==> src/rtl/router_pkg.sv <==
// Shared definitions for the 1x3 router datapath.
//   DATA_WIDTH_DEF : default byte width
//   ERR_CNT_W      : width of the optional parity-error counter
//   router_state_e : control FSM state encoding (the register stage itself
//                    only sees one-hot strobes decoded from it)
package router_pkg;
  localparam int DATA_WIDTH_DEF = 8;
  localparam int ERR_CNT_W      = 16;

  typedef enum logic [2:0] {
    DECODE_ADDRESS     = 3'b000,
    LOAD_FIRST_DATA    = 3'b001,
    LOAD_DATA          = 3'b010,
    LOAD_PARITY        = 3'b011,
    FIFO_FULL_STATE    = 3'b100,
    LOAD_AFTER_FULL    = 3'b101,
    CHECK_PARITY_ERROR = 3'b110,
    WAIT_TILL_EMPTY    = 3'b111
  } router_state_e;
endpackage

==> src/rtl/router_parity_acc.sv <==
// Running-parity accumulator, packet parity capture and comparator.
// Ports:
//   clock, reset           : clock, synchronous active-high reset
//   detect_add .. laf_state: FSM state strobes
//   pkt_valid, fifo_full   : source valid / addressed FIFO full
//   low_packet_valid       : parity byte has been seen (from top)
//   parity_done            : parity byte captured (from top)
//   data_in, header_byte,
//   full_hold              : candidate bytes to fold / capture
//   err                    : registered parity mismatch flag
module router_parity_acc
  import router_pkg::*;
#(
  parameter int DATA_WIDTH = DATA_WIDTH_DEF
) (
  input  logic                  clock,
  input  logic                  reset,
  input  logic                  detect_add,
  input  logic                  pkt_valid,
  input  logic                  lfd_state,
  input  logic                  ld_state,
  input  logic                  laf_state,
  input  logic                  fifo_full,
  input  logic                  low_packet_valid,
  input  logic                  parity_done,
  input  logic [DATA_WIDTH-1:0] data_in,
  input  logic [DATA_WIDTH-1:0] header_byte,
  input  logic [DATA_WIDTH-1:0] full_hold,
  output logic                  err
);
  logic [DATA_WIDTH-1:0] internal_parity;
  logic [DATA_WIDTH-1:0] packet_parity;
  logic                  err_pending;

  always_ff @(posedge clock) begin
    if (reset) begin
      internal_parity <= '0;
      packet_parity   <= '0;
      err_pending     <= 1'b0;
      err             <= 1'b0;
    end else begin
      // The parity byte itself is never folded in: a held byte replayed in
      // LOAD_AFTER_FULL is only accumulated while it is still payload.
      if (detect_add)                          internal_parity <= '0;
      else if (lfd_state)                      internal_parity <= internal_parity ^ header_byte;
      else if (ld_state && pkt_valid && !fifo_full)
                                               internal_parity <= internal_parity ^ data_in;
      else if (laf_state && !low_packet_valid) internal_parity <= internal_parity ^ full_hold;

      if (ld_state && !pkt_valid && !fifo_full)
        packet_parity <= data_in;
      else if (laf_state && low_packet_valid && !parity_done)
        packet_parity <= full_hold;

      err_pending <= parity_done;
      // Compare on the rising edge of parity_done. This wins over the clear so
      // a LOAD_AFTER_FULL -> DECODE_ADDRESS path still reports the result.
      if (parity_done && !err_pending)  err <= (internal_parity != packet_parity);
      else if (detect_add && pkt_valid) err <= 1'b0;
    end
  end
endmodule

==> src/rtl/router_reg.sv <==
// Datapath register stage of the 1x3 router: header latch, FIFO write
// staging with a one-byte hold across a FIFO-full stall, parity tracking.
// Optional macro ROUTER_ERR_COUNT_EN adds a saturating err_count output.
// Ports:
//   clock, reset            : clock, synchronous active-high reset
//   pkt_valid, data_in      : source valid and byte bus
//   fifo_full               : full flag of addressed output FIFO
//   detect_add .. rst_int_reg: one-hot FSM state strobes
//   dout                    : byte to FIFO write port
//   parity_done             : packet parity byte captured
//   low_packet_valid        : pkt_valid fell during LOAD_DATA
//   err                     : parity mismatch
//   err_count (optional)    : number of err 0->1 transitions
module router_reg
  import router_pkg::*;
#(
  parameter int DATA_WIDTH = DATA_WIDTH_DEF
) (
  input  logic                  clock,
  input  logic                  reset,
  input  logic                  pkt_valid,
  input  logic [DATA_WIDTH-1:0] data_in,
  input  logic                  fifo_full,
  input  logic                  detect_add,
  input  logic                  lfd_state,
  input  logic                  ld_state,
  input  logic                  laf_state,
  input  logic                  full_state,
  input  logic                  rst_int_reg,
  output logic [DATA_WIDTH-1:0] dout,
  output logic                  parity_done,
  output logic                  low_packet_valid,
  output logic                  err
`ifdef ROUTER_ERR_COUNT_EN
  ,
  output logic [ERR_CNT_W-1:0]  err_count
`endif
);
  logic [DATA_WIDTH-1:0] header_byte;
  logic [DATA_WIDTH-1:0] full_hold;
  logic                  pd_set;

  assign pd_set = (ld_state && !fifo_full && !pkt_valid) ||
                  (laf_state && low_packet_valid && !parity_done);

  // full_state needs no branch: every register simply keeps its value.
  always_ff @(posedge clock) begin
    if (reset) begin
      header_byte      <= '0;
      full_hold        <= '0;
      dout             <= '0;
      low_packet_valid <= 1'b0;
      parity_done      <= 1'b0;
    end else begin
      if (detect_add && pkt_valid) header_byte <= data_in;

      if (lfd_state)                  dout <= header_byte;
      else if (ld_state && !fifo_full) dout <= data_in;
      else if (laf_state)             dout <= full_hold;

      if (ld_state && fifo_full) full_hold <= data_in;

      if (detect_add || rst_int_reg)  low_packet_valid <= 1'b0;
      else if (ld_state && !pkt_valid) low_packet_valid <= 1'b1;

      if (pd_set)          parity_done <= 1'b1;
      else if (detect_add) parity_done <= 1'b0;
    end
  end

  router_parity_acc #(.DATA_WIDTH(DATA_WIDTH)) u_parity (
    .clock            (clock),
    .reset            (reset),
    .detect_add       (detect_add),
    .pkt_valid        (pkt_valid),
    .lfd_state        (lfd_state),
    .ld_state         (ld_state),
    .laf_state        (laf_state),
    .fifo_full        (fifo_full),
    .low_packet_valid (low_packet_valid),
    .parity_done      (parity_done),
    .data_in          (data_in),
    .header_byte      (header_byte),
    .full_hold        (full_hold),
    .err              (err)
  );

`ifdef ROUTER_ERR_COUNT_EN
  logic err_q;

  always_ff @(posedge clock) begin
    if (reset) begin
      err_q     <= 1'b0;
      err_count <= '0;
    end else begin
      err_q <= err;
      if (err && !err_q && (err_count != '1)) err_count <= err_count + ERR_CNT_W'(1);
    end
  end
`endif
endmodule

==> config.mk <==
export PLATFORM = sky130hd
export DESIGN_NAME = router_reg
export DESIGN_NICKNAME = d
export VERILOG_FILES = /design/src/rtl/router_pkg.sv /design/src/rtl/router_parity_acc.sv /design/src/rtl/router_reg.sv
export SDC_FILE = /design/constraint.sdc
export NUM_CORES = 1
export LEC_CHECK = 0
export ABC_AREA = 1
export BUFFER_PORTS_ARGS = -buffer_cell sky130_fd_sc_hd__buf_2
export CAP_MARGIN = 0
export CORE_MARGIN = 2
export CORE_UTILIZATION = 40
export DETAILED_ROUTE_END_ITERATION = 7
export PLACE_DENSITY_LB_ADDON = 0.25
export SLEW_MARGIN = 20
export SYNTH_ARGS = -nofsm -noshare
export SYNTH_HDL_FRONTEND = slang
export SYNTH_SLANG_ARGS = --single-unit
==> constraint.sdc <==
create_clock -name clock -period 2.17 [get_ports clock]
set_input_delay 0.3255 -clock clock [delete_from_list [all_inputs] [get_ports clock]]
set_output_delay 0.3255 -clock clock [all_outputs]
set_load 0.005 [all_outputs]
==> reports/metrics.yaml <==
clock_tree:
  path_clk_slew_ns: 0.08
  cts_root_buf: "clkbuf_8"
  cts_resized: 0
  cts_buffers: 5
  clockBufferDepth: 2
  hold_buffers: 0
  cts_tree: "built"
  clk_latency_ns: 0.29
  htreeDepth: 2
  cts_setup_buffers: 0
  cts.sinks: 44
critical_path:
  cp_top_family: "compound AO/OA/AOI/OAI gates"
  crit_required_ns: 2.40
  crit_path_end_kind: "flop"
  path_class: "reg -> reg"
  max_stage_delay_ns: 0.58
  arrival_ns: 1.57
  cp_max_fo: 16
  cp_slowest_cell: "o211ai_2"
  start_kind: "flop"
  path_buf_inv: 0
  crit_chain: "o211ai_2 -> nand3_1 -> a21oi_1"
routing:
  firstDrtPassIters: 4
  vias_per_cell: 4.962
  finalWirelength_um: 4874
  drt_iter0_drc: 118
  ant_nets: 0
  vias: 1940
  post_drt_wl_per_cell_um: 12.47
  post-route-drc-count: 0
synthesis:
  netlist_top_cells_count: "nand2_1 (63), dfxtp_1 (44), o21ai_0 (37)"
  synthArstFlopShare_pct: 0
  synth_area_leaders: "dfxtp_1 (43%), nand2_1 (11%), o21ai_0 (8.9%), a21oi_1 (6.8%), nand3_1 (4.3%)"
  syn_nets: 315
  synth_most_common_cell: "nand2_1"
  synth-edff-count: 0
  synth_xor_area_share_pct: 2.114
  synth_top_area_share_pct: 42.51
  ys_types: 24
  synth_compound_area_share_pct: 23.61
  synth_warnings: 0
  synth_mux_area_share_pct: 0
  synth_top_family_by_area: "compound AO/OA/AOI/OAI gates"
  synthAdderAreaFrac_pct: 0
  avgSynthCellArea_um2: 6.976
  synth_top_area_cell: "dfxtp_1"
  ys_seq_area_share_pct: 42.51
  synthFlopType: "dfxtp_1"
  synth-seq-cells: 44
  syn_area_mm2: 0.002072
  postSynthCellCount: 297
  synth_simple_gate_area_share_pct: 23.37
global_route:
  track_usage_pct: 17.51
  grt_max_degree: 35
  grt-ovfl-total: 0
  grt_pass1_wl_um: 8148
  first_global_vias: 1666
  antenna_found_initial: 0
hold_path:
  min-delay-path-class: "in -> reg"
layout:
  fin_area_mm2: 0.002341
  layout.nets: 338
  n_antenna_cell: 0
  syn2layout_area_growth_pct: 12.98
  fillerInstances: 535
  drive_gt1_share_pct: 15.58
  final_cells: 391
timing:
  slew-limit-headroom_pct: 55.09
  whs_ns: 0.1819
  tightest_slew_ns: 0.6717
  hold_viol_final: 0
  fin_tns_setup_ns: 0
  rsz0062_at_grt: "false"
  fin_crit_sh_pct: 61.57
  period_needed_ns: 1.336
  fmax_mhz: 748.5
  setup_ws_ns: 0.8340
  setup_violations: 0
  slew_viol_final: 0
  fin_skew_ns: 0.004199
placement:
  place_congestion: 0.8230
  dp_hpwl_um: 3539
  dp_cells: 383
  dpl_worst_slack_ns: 0.6043
  port_buffers: 27
  place_area_mm2: 0.002248
floorplanning:
  fp-row-count: 26
  io_pins: 29
  die_w_um: 75.97
  fp.coreArea_mm2: 0.005042
  start_util_pct: 41.09
  dieArea_mm2: 0.005771
  die_y_um: 75.97
pwr:
  vdd_drop_max_mv: 0.4748
  p_per_area_mw_per_mm2: 705.4
  p_leak_nw: 0.9834
outcome:
  status: "complete, no violations"
run:
  drv_cap: 0
[placed cells by master, fill, tap and decap left out, types with 2 or more instances in the layout]
cell      count
dfxtp_1      44
nand3_1      18
or2_2         2
a21oi_1      28
inv_2         4
nand2_1      63
buf_2        27
nor2_1       24
buf_4         3
nand3_2       2
o21ai_0      37
clkinv_2      2
inv_1        24
xnor2_1       5
clkbuf_8      6
o21ai_1      11
a31oi_1      14
[logic make-up (layout without fill, tap and decap cells)]
group | Yosys count | in the layout
simple gates | 114 | 114
compound gates | 92 | 92
flops | 44 | 44
buf+inv | 42 | 66
xor+xnor | 5 | 5
[flip-flops by register name, summed over array words and instances (netlist names)]
signal / cells
dout: 8
full_hold: 8
header_byte: 8
u_parity.internal_parity: 8
u_parity.packet_parity: 8
low_packet_valid: 1
parity_done: 1
u_parity.err: 1
u_parity.err_pending: 1
[through the flow]
| stage | power (mW) | utilization [%] |
|---|---|---|
| global route | 1.747 | 46.43 |
| floorplan | 1.063 | - |
| finish | 1.651 | 46.43 |
| detailed placement | 1.143 | 44.59 |
| CTS | 1.670 | 46.43 |
| global placement | 1.138 | 44.59 |
[cell type report]
cell class	instances	area (µm²)	share of cell area, %
multi-input combinational	211	1017	43.45
sequential	44	880.8	37.63
clock inverter	2	10.01	0.4276
inverter	28	105.1	4.490
timing repair buffer	30	157.7	6.734
tap	70	87.58	3.741
clock buffer	6	82.58	3.528
[metal layers]
layer | vias to the layer above | GRT usage, % | part of all wire, %
li1 | 1037 | - | -
met1 | 849 | 25.52 | 50
met2 | 52 | 25.71 | 45
met3 | 2 | 3.673 | 4.7
met4 | 0 | 6.000 | 0.37
met5 | - | 0 | 0
[where the power goes]
group / switching [mW] / leakage, nW / internal, mW
clock: 0.272 / 0.0510 / 0.254
combinational: 0.156 / 0.572 / 0.0896
sequential: 0.0249 / 0.361 / 0.854
[worst paths after layout]
kind | endpoint | from | cells after the start | slack (ns)
worst max register to register | u_parity.internal_parity[5]$_SDFFE_PP0P_ | low_packet_valid$_SDFFE_PP0P_ | 3 | 0.83
worst max-delay path | u_parity.internal_parity[5]$_SDFFE_PP0P_ | low_packet_valid$_SDFFE_PP0P_ | 3 | 0.83
worst min-delay path | low_packet_valid$_SDFFE_PP0P_ | rst_int_reg | 2 | 0.18
worst min register to register | u_parity.packet_parity[4]$_SDFFE_PP0P_ | full_hold[4]$_SDFFE_PP0P_ | 2 | 0.48
(Power assumes the default switching activity.)
